**config.mk**
```make
export PLATFORM = sky130hd
export DESIGN_NAME = m2p_pipe_arbiter
export DESIGN_NICKNAME = d
export VERILOG_FILES = /design/src/rtl/m2p_pipe_arbiter.sv
export SDC_FILE = /design/constraint.sdc
export NUM_CORES = 1
export LEC_CHECK = 0
export ABC_AREA = 1
export CELL_PAD_IN_SITES_DETAIL_PLACEMENT = 1
export CELL_PAD_IN_SITES_GLOBAL_PLACEMENT = 1
export CORE_AREA = 2 2 300 302
export CTS_CLUSTER_DIAMETER = 40
export DETAILED_ROUTE_END_ITERATION = 10
export DIE_AREA = 0 0 302 304
export GPL_TIMING_DRIVEN = 0
export PLACE_DENSITY = 0.62
export SYNTH_ARGS = -nofsm -noshare
export SYNTH_HDL_FRONTEND = slang
export SYNTH_SLANG_ARGS = --single-unit
```
**constraint.sdc**
```tcl
create_clock -name CLK -period 8.9 [get_ports CLK]
set_input_delay 1.78 -clock CLK [delete_from_list [all_inputs] [get_ports CLK]]
set_output_delay 1.78 -clock CLK [all_outputs]
set_load 0.02 [all_outputs]
```
**src/rtl/m2p_pipe_arbiter.sv**
```systemverilog
// m2p_pipe_arbiter: round-robin arbiter that merges NREQ indication packers onto one
// outbound message pipe. The winner index is stamped into the source field and the
// message is queued in a 2-entry FIFO that drives the shared pipe enqueue port.
module m2p_pipe_arbiter #(
  parameter int unsigned NREQ  = 4,
  parameter int unsigned WIDTH = 144
) (
  input  logic                  CLK,
  input  logic                  nRST,
  input  logic [NREQ-1:0]       req_enq_ena_i,
  input  logic [NREQ*WIDTH-1:0] req_enq_v_i,
  output logic [NREQ-1:0]       req_enq_rdy_o,
  output logic                  pipe_enq_ena_o,
  output logic [WIDTH-1:0]      pipe_enq_v_o,
  input  logic                  pipe_enq_rdy_i,
  output logic [31:0]           grant_count
);

  localparam int unsigned IdxW = (NREQ > 1) ? $clog2(NREQ) : 1;

  logic [IdxW-1:0]  last_q;
  logic [1:0]       count_q, count_d;
  logic             head_q, tail_q;
  logic [WIDTH-1:0] mem_q [2];
  logic [31:0]      grant_count_q;

  logic             space;
  logic             win_valid;
  logic [IdxW-1:0]  win_idx;
  logic [IdxW-1:0]  cand;
  logic [WIDTH-1:0] win_msg;
  logic             up_xfer;
  logic             down_xfer;

  // Round-robin search starting just after the last winner; blind to downstream ready.
  always_comb begin
    win_valid = 1'b0;
    win_idx   = '0;
    cand      = '0;
    for (int unsigned k = 1; k <= NREQ; k++) begin
      cand = IdxW'((32'(last_q) + k) % NREQ);
      if (!win_valid && req_enq_ena_i[cand]) begin
        win_valid = 1'b1;
        win_idx   = cand;
      end
    end
  end

  // Grant only with FIFO space; a full FIFO blocks even if it dequeues this cycle.
  always_comb begin
    space         = (count_q < 2'd2);
    up_xfer       = nRST && space && win_valid;
    down_xfer     = pipe_enq_ena_o && pipe_enq_rdy_i;
    req_enq_rdy_o = '0;
    if (up_xfer) begin
      req_enq_rdy_o[win_idx] = 1'b1;
    end
  end

  // Select the winner's message and overwrite its (always zero) source field.
  always_comb begin
    win_msg = '0;
    for (int unsigned i = 0; i < NREQ; i++) begin
      if (win_idx == IdxW'(i)) begin
        win_msg = req_enq_v_i[i*WIDTH +: WIDTH];
      end
    end
    win_msg[WIDTH-1 -: 16] = 16'(win_idx);
  end

  // FIFO occupancy next state.
  always_comb begin
    count_d = count_q;
    case ({up_xfer, down_xfer})
      2'b10:   count_d = count_q + 2'd1;
      2'b01:   count_d = count_q - 2'd1;
      default: count_d = count_q;
    endcase
  end

  // Control state: pointers, occupancy, round-robin pointer and grant counter.
  always_ff @(posedge CLK) begin
    if (!nRST) begin
      count_q       <= '0;
      head_q        <= 1'b0;
      tail_q        <= 1'b0;
      last_q        <= IdxW'(NREQ - 1);
      grant_count_q <= '0;
    end else begin
      count_q <= count_d;
      if (up_xfer) begin
        tail_q        <= ~tail_q;
        last_q        <= win_idx;
        grant_count_q <= grant_count_q + 32'd1;
      end
      if (down_xfer) begin
        head_q <= ~head_q;
      end
    end
  end

  // Message storage; contents are don't-care while empty, so no reset.
  always_ff @(posedge CLK) begin
    if (up_xfer) begin
      mem_q[tail_q] <= win_msg;
    end
  end

  // Registered outputs straight from state.
  always_comb begin
    pipe_enq_ena_o = (count_q != 2'd0);
    pipe_enq_v_o   = mem_q[head_q];
    grant_count    = grant_count_q;
  end

endmodule

```
==> results.tsv, run 1 <==
stage	metric	value	unit
status	status	finished, final reports clean	
clock_tree	# H-tree levels	2	
worst_setup_path	Slowest Stage Delay on Critical Path	0.68	ns
routing	wire length on met3	6420	um
min_path	worst hold path endpoint	head_q	
cells_and_area	layout overhead on the synthesized area	68.7	%
grt	via count of the first global-routing pass	17200	
clock_tree	Reg clk slew, reported paths	0.05	ns
worst_setup_path	CP dominant cell by count	sky130_fd_sc_hd__nand2_1	
cells_and_area	area of all placed cells without fillers	26500	um2
routing	routed via count	16200	
power	P_int	6.84	mW
routing	overall routed net length	86300	um
clock_tree	Clock Tree Root	sky130_fd_sc_hd__clkbuf_16	
clock_tree	Clock Sink Count	299	
floorplan	standard-cell rows	110	
routing	met2 WL	43200	um
worst_setup_path	Crit Path Max Fanout	10	
min_path	worst hold path type	flop to flop	
cells_and_area	fraction of the core area covered by cells at the end of the flow	0.297	
routing	drc violations	0	
floorplan	overall die width	302	um
worst_setup_path	Critical Path Sink Type	output pin	
clock_tree	number of buffers created by CTS	61	
timing	share of the clock period used by the worst path after layout	0.728	
routing	average wire length per cell after detail routing	24.2	um
timing	Max-slew headroom	0.220	
power	clock network fraction of total power	0.183	
timing	highest clock frequency the design can meet	0.154	GHz
power	power density over the cells	500	nW/um2
clock_tree	number of hold buffers added after CTS	0	
worst_setup_path	slowest stage cell on the critical path	sky130_fd_sc_hd__clkdlybuf4s50_1	
cells_and_area	net count reported at finish	2908	
yosys	synthesis-stage register bit count	299	
routing	number of DRC markers in iteration 0	1085	
place	routability congestion estimate	0.948	
yosys	total number of yosys warnings	0	
floorplan	IO Count	764	
power	Flop pwr share	0.223	
grt	pin count of the biggest net entering global routing	32	
power	maximum resistive drop on vdd	0.181	mV
timing	RSZ-0062 raised after global routing	false	
timing	Final setup violation count	0	
timing	total count of hold-check failures in the final report	0	
routing	Detailed Routing Iterations Pass 1	5	
worst_setup_path	CP cell instances	clkdlybuf4s50_1 -> inv_1 -> nand2_1 -> nand2_1 -> o21ai_1 -> nand4_1 -> nand2_1 -> buf_2 -> inv_1 -> nor3_1 -> clkdlybuf4s50_1	
yosys	number of cells produced by synthesis	1554	
floorplan	initial standard-cell utilization of the core	0.176	
routing	antenna viol nets, final	0	
place	total of buffers placed on input and output ports	685	
timing	worst clock skew	0.0390	ns
power	proportion of power drawn by combinational gates	0.594	
cells_and_area	layout cell share with drive strength beyond 1	0.150	
timing	setup TNS	0	ns
timing	Final Critical Period	6.48	ns
timing	Pins Over Slew Limit	0	
place	total placed instance area	24300	um2
worst_setup_path	Critical Path Source Type	primary input	
grt	remaining global-route overflow	0	
worst_setup_path	startpoint of the most critical register-to-register path	last_q[0]	
clock_tree	worst-case clock buffer depth	3	
min_path	cell depth of the worst hold path	1	
worst_setup_path	Worst R2R End	mem_q[0][42]	
yosys	Syn Area/Cell	10.1	um2
yosys	Unique masters post-synth	30	
routing	max layer used	met5	
clock_tree	cells resized by post-CTS repair	0	
worst_setup_path	start-to-end type of the worst setup path	primary input to output pin	
worst_setup_path	worst reg-to-reg path cell count	11	
flow_run	maxcap violations	0	
timing	slew at the pin closest to its max-slew limit	1.17	ns
routing	routed metal-1 wire length	34900	um
worst_setup_path	required time of the critical path	7.12	ns
power	sum of internal, switching and leakage power	13.2	mW
grt	number of antenna violations at the first check in global routing	11	
clock_tree	CTS tree	done	
yosys	sequential cell area fraction in the yosys report	0.547	
place	HPWL after DPL	67100	um
worst_setup_path	arrival time of data at the critical path endpoint	4.70	ns
floorplan	vertical extent of the die	304	um
floorplan	Die Footprint	91800	um2
yosys	area of the mapped netlist	15700	um2
clock_tree	number of setup buffers added after CTS	0	
grt	total track usage	0.181	
worst_setup_path	worst reg-to-reg setup slack	5.47	ns
grt	wire length of the first global-routing pass	121000	um
power	leakage power total	9.17	nW
power	share of total power consumed by net switching	0.483	
clock_tree	clock latency of the later-clocked register in the worst-skew pair	0.62	ns
floorplan	placeable core region	89000	um2
min_path	start point of the worst min-delay path	head_q	
routing	mean number of vias per cell	4.55	
power	Switch Pwr	6.40	mW
==> metrics by stage <==
step                worst slack [ns]  cells  hold WS, ns
floorplan                      0.266   1567        0.425
global placement               -4.72   3428        0.440
detailed placement              2.33   3436        0.455
CTS                             2.34   3552        0.459
global route                    2.16   3554        0.484
finish                          2.42   3561        0.457
==> registers in the layout, summed over array words and instances (netlist names), named ones only <==
signal / flops
tail_q: 1
grant_count: 32
head_q: 1
count_q: 2
last_q: 2
mem_q: 260
==> power groups by stage <==
stage / Clock, mW / Sequential (mW) / Combinational [mW]
detailed placement: 0 / 2.98 / 7.96
finish: 2.43 / 2.95 / 7.87
global placement: 0 / 3.09 / 7.75
floorplan: 0 / 3.00 / 4.10
CTS: 2.49 / 2.96 / 7.99
global route: 2.55 / 3.01 / 8.43
==> worst max path at each step <==
stage | start | end | cells after the start
6_report | req_enq_ena_i[0] | req_enq_rdy_o[0] | 11
5_1_grt | req_enq_ena_i[0] | req_enq_rdy_o[0] | 11
4_1_cts | req_enq_ena_i[0] | req_enq_rdy_o[0] | 11
3_5_place_dp | req_enq_ena_i[0] | req_enq_rdy_o[0] | 11
3_3_place_gp | req_enq_ena_i[0] | mem_q[0][70] | 9
2_1_floorplan | req_enq_ena_i[0] | mem_q[0][0] | 8
==> synth_stat cells <==
library cell | instances | share of area
sky130_fd_sc_hd__o21bai_1 | 1 | 0.00048
sky130_fd_sc_hd__inv_2 | 5 | 0.0012
sky130_fd_sc_hd__nand2_1 | 266 | 0.064
sky130_fd_sc_hd__ha_1 | 2 | 0.0016
sky130_fd_sc_hd__clkbuf_1 | 46 | 0.011
sky130_fd_sc_hd__buf_4 | 17 | 0.0081
sky130_fd_sc_hd__edfxtp_1 | 260 | 0.50
sky130_fd_sc_hd__conb_1 | 1 | 0.00024
sky130_fd_sc_hd__xnor2_1 | 6 | 0.0033
sky130_fd_sc_hd__nor3_1 | 24 | 0.0076
sky130_fd_sc_hd__mux2_2 | 130 | 0.093
sky130_fd_sc_hd__o21ai_0 | 10 | 0.0032
sky130_fd_sc_hd__inv_1 | 31 | 0.0074
sky130_fd_sc_hd__a21oi_1 | 35 | 0.011
sky130_fd_sc_hd__or2_2 | 1 | 0.00040
sky130_fd_sc_hd__buf_1 | 8 | 0.0019
sky130_fd_sc_hd__nand3b_1 | 1 | 0.00048
sky130_fd_sc_hd__nand3_1 | 266 | 0.085
sky130_fd_sc_hd__dfxtp_1 | 39 | 0.050
sky130_fd_sc_hd__xor2_1 | 19 | 0.011
sky130_fd_sc_hd__o21ai_1 | 2 | 0.00064
sky130_fd_sc_hd__nand2_2 | 4 | 0.0016
sky130_fd_sc_hd__nor2_4 | 1 | 0.00072
sky130_fd_sc_hd__a211oi_1 | 1 | 0.00048
sky130_fd_sc_hd__nand4_1 | 259 | 0.10
sky130_fd_sc_hd__buf_2 | 79 | 0.025
sky130_fd_sc_hd__nor4_1 | 3 | 0.0012
sky130_fd_sc_hd__nor2_1 | 34 | 0.0081
sky130_fd_sc_hd__nor3b_1 | 1 | 0.00048
sky130_fd_sc_hd__nand3_2 | 2 | 0.0013
==> kinds of logic (layout without fill, tap and decap cells) <==
group | count (synthesis) | in the layout | share of synthesized area
muxes | 130 | 130 | 0.0932
xor gates and xnor gates | 25 | 25 | 0.0139
buffers and inverters | 186 | 995 | 0.0548
AOI/OAI and AO/OA | 49 | 49 | 0.0159
DFF | 299 | 299 | 0.547
and+or+nand+nor | 862 | 862 | 0.273
other | 1 | 23 | 0.000239
adders and majority gates | 2 | 2 | 0.00159
==> worst max-delay path, delay by kind of cell <==
| family | cells | cell delay (ns) |
|---|---|---|
| buffers and inverters | 5 | 1.82 |
| AND/OR/NAND/NOR | 5 | 0.83 |
| AO/OA/AOI/OAI | 1 | 0.25 |
==> final cells by class <==
cell class	instances	area (um2)
fillers	10100	62600
clock buffers	67	1550
clock inverters	49	658
inverters	36	135
well taps	1176	1470
multi-input cells	1082	6320
plain buffers	150	727
repair buffers	693	7020
flip-flops and latches	299	8590
diodes	9	22.5
==> layer usage <==
metal / up-vias / global-route usage
li1: 7372 / -
met1: 8087 / 0.218
met2: 630 / 0.318
met3: 102 / 0.0450
met4: 6 / 0.0452
met5: - / 0
==> cell usage in the layout, fill, tap and decap left out, drive strengths merged, types with 9 or more instances in the layout <==
master	instances
nand2	270
diode	9
nand3	268
bufinv	12
clkdlybuf4s50	685
nor3	24
dfxtp	39
clkinv	20
buf	112
xor2	19
conb	14
inv	43
o21ai	12
clkinvlp	10
edfxtp	260
clkbuf	113
mux2	130
a21oi	35
nand4	259
nor2	35
(Power assumes the default switching activity.)
==> run 2, diff against run 1 <==
Settings changed: CORE_AREA 2 2 300 302 to 2 2 293 295, DIE_AREA 0 0 302 304 to 0 0 295 297.
Clock period 8.9 ns to 6.6 ns, I/O delays scaled along.
==> results.tsv, run 2 (same netlist as run 1, synthesis figures left out) <==
stage	metric	value	unit	change
status	status	finished, final reports clean		
clock_tree	number of buffers created by CTS	66		+8.2%
cells_and_area	Layout Cells excl Fill	3528		-0.93%
timing	Final setup violation count	0		unchanged
grt	number of antenna violations at the first check in global routing	18		+7
timing	total count of hold-check failures in the final report	0		unchanged
clock_tree	number of hold buffers added after CTS	0		unchanged
grt	wire length of the first global-routing pass	122000	um	+0.66%
cells_and_area	Largest register FFs	260		unchanged
timing	setup TNS	0	ns	unchanged
grt	remaining global-route overflow	0		unchanged
floorplan	Die Footprint	87600	um2	-4.6%
cells_and_area	layout overhead on the synthesized area	69.2	%	
floorplan	initial standard-cell utilization of the core	0.186		+0.00954
timing	share of the clock period used by the worst path after layout	0.849		
worst_setup_path	Crit Path Max Fanout	10		unchanged
routing	antenna viol nets, final	0		unchanged
grt	via count of the first global-routing pass	17500		+1.5%
timing	min setup slack post-route	0.997	ns	-1.42 ns
routing	number of DRC markers in iteration 0	774		-29%
place	routability congestion estimate	0.890		-6.1%
routing	Detailed Routing Iterations Pass 1	5		unchanged
timing	Final Critical Period	5.60	ns	
min_path	worst hold path type	flop to flop		
clock_tree	CTS tree	done		
worst_setup_path	Critical Path Sink Type	output pin		
timing	worst clock skew	0.0184	ns	-0.0206 ns
cells_and_area	most common library cell in the layout ignoring fill and taps	sky130_fd_sc_hd__clkdlybuf4s50_1		
routing	overall routed net length	86500	um	+0.27%
timing	slew at the pin closest to its max-slew limit	1.26	ns	+0.0920 ns
timing	Pins Over Slew Limit	0		unchanged
cells_and_area	number of inserted filler cells in the final layout	9538		-5.3%
floorplan	vertical extent of the die	297	um	-2.3%
clock_tree	cells resized by post-CTS repair	0		unchanged
place	total of buffers placed on input and output ports	685		unchanged
cells_and_area	fraction of the core area covered by cells at the end of the flow	0.314		+0.0170
timing	RSZ-0062 raised after global routing	false		
clock_tree	Reg clk slew, reported paths	0.05	ns	about the same
min_path	cell depth of the worst hold path	1		unchanged
floorplan	IO Count	764		unchanged
place	worst setup slack before clock tree synthesis	0.873	ns	-1.46 ns
clock_tree	Clock Tree Root	sky130_fd_sc_hd__clkbuf_16		
routing	average wire length per cell after detail routing	24.5	um	+1.2%
timing	highest clock frequency the design can meet	0.178	GHz	
worst_setup_path	Critical Path Source Type	primary input		
floorplan	overall die width	295	um	-2.3%
cells_and_area	top library cells by usage in the layout, fill and taps aside	685 x sky130_fd_sc_hd__clkdlybuf4s50_1, 266 x sky130_fd_sc_hd__nand2_1, 266 x sky130_fd_sc_hd__nand3_1		
power	power density over the cells	677	nW/um2	+35%
clock_tree	Clock Sink Count	299		unchanged
worst_setup_path	worst reg-to-reg path cell count	12		+1
place	HPWL after DPL	66400	um	-1.2%
place	number of instances in the placed design	3404		-0.93%
grt	total track usage	0.190		+0.00974
cells_and_area	register with the most flip-flops	mem_q		
clock_tree	# H-tree levels	3		+1
floorplan	standard-cell rows	107		-2.7%
grt	pin count of the biggest net entering global routing	32		unchanged
power	leakage power total	9.24	nW	+0.72%
clock_tree	worst-case clock buffer depth	3		unchanged
timing	worst slack on hold paths	0.471	ns	+0.0144 ns
worst_setup_path	arrival time of data at the critical path endpoint	4.28	ns	-0.42 ns
flow_run	maxcap violations	0		unchanged
timing	Max-slew headroom	0.159		-0.0613
cells_and_area	layout cell share with drive strength beyond 1	0.152		+0.00233
power	maximum resistive drop on vdd	0.247	mV	+36%
clock_tree	number of setup buffers added after CTS	0		unchanged
floorplan	placeable core region	84500	um2	-5.1%
routing	routed via count	16200		+0.13%
clock_tree	clock latency of the later-clocked register in the worst-skew pair	0.59	ns	-0.03 ns
routing	drc violations	0		unchanged
routing	mean number of vias per cell	4.60		+1.1%
cells_and_area	net count reported at finish	2913		+0.17%
worst_setup_path	start-to-end type of the worst setup path	primary input to output pin		
worst_setup_path	required time of the critical path	5.28	ns	-1.84 ns
-- run 2: metal layers --
metal | vias to the layer above | global-route usage | share of wire
met5 | - | 0 | 0.0011
met4 | 16 | 0.0681 | 0.032
met3 | 158 | 0.0451 | 0.067
met2 | 627 | 0.329 | 0.49
met1 | 8053 | 0.229 | 0.41
li1 | 7364 | - | -
-- run 2: worst max-delay path: stages --
cell                              delay [ns]
sky130_fd_sc_hd__clkdlybuf4s50_1        0.48
sky130_fd_sc_hd__inv_1                  0.04
sky130_fd_sc_hd__nand2_1                0.07
sky130_fd_sc_hd__nand2_1                0.07
sky130_fd_sc_hd__o21ai_1                0.24
sky130_fd_sc_hd__nand4_1                0.20
sky130_fd_sc_hd__nand2_1                0.35
sky130_fd_sc_hd__buf_2                  0.45
sky130_fd_sc_hd__inv_1                  0.20
sky130_fd_sc_hd__nor3_1                 0.17
sky130_fd_sc_hd__clkdlybuf4s50_1        0.68
-- run 2: path summary, 6_finish.rpt --
kind                                        from               end  slack (ns)
worst max-delay path            req_enq_ena_i[0]  req_enq_rdy_o[0]         1.0
worst min register to register            head_q              flop        0.47
worst max register to register         last_q[0]      mem_q[0][80]        3.05
worst min-delay path                      head_q              flop        0.47
-- run 2: layout make-up --
cell class	count	area, um2	share of cell area
multi-input cells	1082	6320	0.238
clock buffers	72	1700	0.0638
diodes	5	12.5	0.000471
plain buffers	150	727	0.0274
well taps	1144	1430	0.0539
repair buffers	693	7020	0.264
inverters	36	135	0.00509
flip-flops and latches	299	8590	0.323
clock inverters	47	639	0.0241
-- run 2: power by group --
| group | switching, mW | internal, mW |
|---|---|---|
| registers | 0.184 | 3.80 |
| clock network | 1.15 | 2.28 |
| logic | 7.32 | 3.25 |
| total | 8.66 | 9.33 |
-- run 2: per-stage QoR --
stage | instance area [um2] | power (mW)
final | 26600 | 18.0
after global routing | 26600 | 19.1
after CTS | 26600 | 18.3
after detailed placement | 24200 | 14.7
after global placement | 24000 | 14.5
after floorplan | 15800 | 9.54
==> run 3, diff against run 2 <==
Settings changed: CORE_AREA 2 2 293 295 to 2 2 300 302, DIE_AREA 0 0 295 297 to 0 0 302 304.
Clock period 6.6 ns to 4.6 ns, I/O delays scaled along.
==> results.tsv, run 3 (same netlist as run 1, synthesis figures left out) <==
stage	metric	value	unit	change
worst_setup_path	arrival time of data at the critical path endpoint	3.22	ns	-1.06 ns
timing	RSZ-0062 raised after global routing	false		
timing	total count of hold-check failures in the final report	0		unchanged
cells_and_area	register with the most flip-flops	mem_q		
cells_and_area	layout overhead on the synthesized area	68.6	%	
floorplan	IO Count	764		unchanged
timing	Max-slew headroom	0.192		+0.0330
power	maximum resistive drop on vdd	0.335	mV	+35%
flow_run	maxcap violations	0		unchanged
timing	Final Critical Period	4.14	ns	
clock_tree	CTS tree	done		
clock_tree	Clock Sink Count	299		unchanged
grt	via count of the first global-routing pass	17400		-0.51%
grt	number of antenna violations at the first check in global routing	10		-8
timing	Pins Over Slew Limit	0		unchanged
timing	Final setup violation count	0		unchanged
worst_setup_path	start-to-end type of the worst setup path	primary input to output pin		
grt	wire length of the first global-routing pass	121000	um	-0.66%
timing	worst slack on hold paths	0.453	ns	-0.0179 ns
timing	share of the clock period used by the worst path after layout	0.899		
clock_tree	Clock Tree Root	sky130_fd_sc_hd__clkbuf_16		
clock_tree	# H-tree levels	2		-1
grt	remaining global-route overflow	0		unchanged
cells_and_area	top library cells by usage in the layout, fill and taps aside	681 x sky130_fd_sc_hd__clkdlybuf4s50_1, 266 x sky130_fd_sc_hd__nand3_1, 264 x sky130_fd_sc_hd__nand2_1		
worst_setup_path	required time of the critical path	3.68	ns	-1.60 ns
floorplan	initial standard-cell utilization of the core	0.176		-0.00954
routing	number of DRC markers in iteration 0	963		+24%
cells_and_area	fraction of the core area covered by cells at the end of the flow	0.297		-0.0171
timing	highest clock frequency the design can meet	0.242	GHz	
floorplan	standard-cell rows	110		+2.8%
place	number of instances in the placed design	3436		+0.94%
routing	routed via count	16100		-0.74%
routing	Detailed Routing Iterations Pass 1	6		+1
floorplan	overall die width	302	um	+2.4%
routing	mean number of vias per cell	4.52		-1.6%
cells_and_area	net count reported at finish	2907		-0.21%
worst_setup_path	Critical Path Sink Type	output pin		
grt	pin count of the biggest net entering global routing	32		unchanged
clock_tree	worst-case clock buffer depth	3		unchanged
routing	drc violations	0		unchanged
grt	total track usage	0.180		-0.0107
timing	slew at the pin closest to its max-slew limit	1.21	ns	-0.0496 ns
clock_tree	clock latency of the later-clocked register in the worst-skew pair	0.61	ns	+0.02 ns
cells_and_area	most common library cell in the layout ignoring fill and taps	sky130_fd_sc_hd__clkdlybuf4s50_1		
clock_tree	number of buffers created by CTS	61		-7.6%
clock_tree	Reg clk slew, reported paths	0.05	ns	about the same
worst_setup_path	Critical Path Source Type	primary input		
place	routability congestion estimate	0.962		+8.0%
floorplan	vertical extent of the die	304	um	+2.4%
cells_and_area	layout cell share with drive strength beyond 1	0.148		-0.00389
routing	antenna viol nets, final	0		unchanged
status	status	finished, final reports clean		
power	leakage power total	9.23	nW	about the same
cells_and_area	Layout Cells excl Fill	3559		+0.88%
floorplan	placeable core region	89000	um2	+5.4%
worst_setup_path	Crit Path Max Fanout	10		unchanged
place	total of buffers placed on input and output ports	685		unchanged
floorplan	Die Footprint	91800	um2	+4.8%
routing	overall routed net length	86100	um	-0.49%
cells_and_area	Largest register FFs	260		unchanged
place	HPWL after DPL	66800	um	+0.60%
min_path	worst hold path type	flop to flop		
routing	average wire length per cell after detail routing	24.2	um	-1.4%
timing	worst clock skew	0.0269	ns	+0.00856 ns
power	power density over the cells	965	nW/um2	+42%
[run 3: metal layers]
| metal | part of all wire | vias to the layer above | track usage |
|---|---|---|---|
| met5 | 0.00048 | - | 0 |
| met4 | 0.025 | 6 | 0.0495 |
| met3 | 0.072 | 115 | 0.0439 |
| met2 | 0.50 | 594 | 0.318 |
| met1 | 0.40 | 8011 | 0.214 |
| li1 | - | 7372 | - |
[run 3: per-stage QoR]
step                      setup TNS, ns  area (um2)  setup slack [ns]  power, mW
after CTS                             0       26400           0.00361       26.0
after detailed placement         -0.858       24300            -0.234       21.2
after global routing                  0       26500             0.194       27.1
final                                 0       26500             0.464       25.6
after global placement          -418.09       24100             -1.78       20.8
after floorplan                       0       15800             0.461       13.6
[run 3: final cells by class]
type / instances / area, um2
Multi-Input combinational cell: 1082 / 6320
Tap cell: 1176 / 1470
Inverter: 36 / 138
Antenna cell: 9 / 22.5
Clock buffer: 71 / 1610
Sequential cell: 299 / 8590
Fill cell: 10100 / 62600
Clock inverter: 44 / 572
Buffer: 149 / 731
Timing Repair Buffer: 693 / 7030
[run 3: path summary, 6_finish.rpt]
path	endpoint	slack, ns	cells after the start	startpoint
min reg2reg	flop	0.45	1	head_q
max reg2reg	mem_q[0][16]	1.35	13	last_q[0]
max	req_enq_rdy_o[3]	0.46	12	req_enq_ena_i[1]
min	flop	0.45	1	head_q
[run 3: timing repair]
| action | 4_1_cts | 5_1_grt |
|---|---|---|
| buffers inserted | 0 | 0 |
| gates resized for setup | 6 | 5 |
| hold buffers | 0 | 0 |
| endpoints found under the setup margin | 96 | 4 |
[run 3: worst max-delay path, stage by stage]
cell                              delay (ns)
sky130_fd_sc_hd__clkdlybuf4s50_1        0.49
sky130_fd_sc_hd__inv_1                  0.05
sky130_fd_sc_hd__nand2_1                0.07
sky130_fd_sc_hd__nand2_1                0.07
sky130_fd_sc_hd__o21ai_1                0.24
sky130_fd_sc_hd__nand4_1                0.22
sky130_fd_sc_hd__nand2_2                0.25
sky130_fd_sc_hd__buf_4                  0.26
sky130_fd_sc_hd__inv_1                  0.14
sky130_fd_sc_hd__nand2_1                0.20
sky130_fd_sc_hd__nor2_1                 0.07
sky130_fd_sc_hd__dlymetal6s2s_1         0.22
[run 3: power by group]
group	internal, mW	leakage, nW	switching (mW)
Sequential	5.45	2.76	0.256
Clock	3.16	1.03	1.51
Combinational	4.67	5.44	10.5
Total	13.3	9.23	12.3
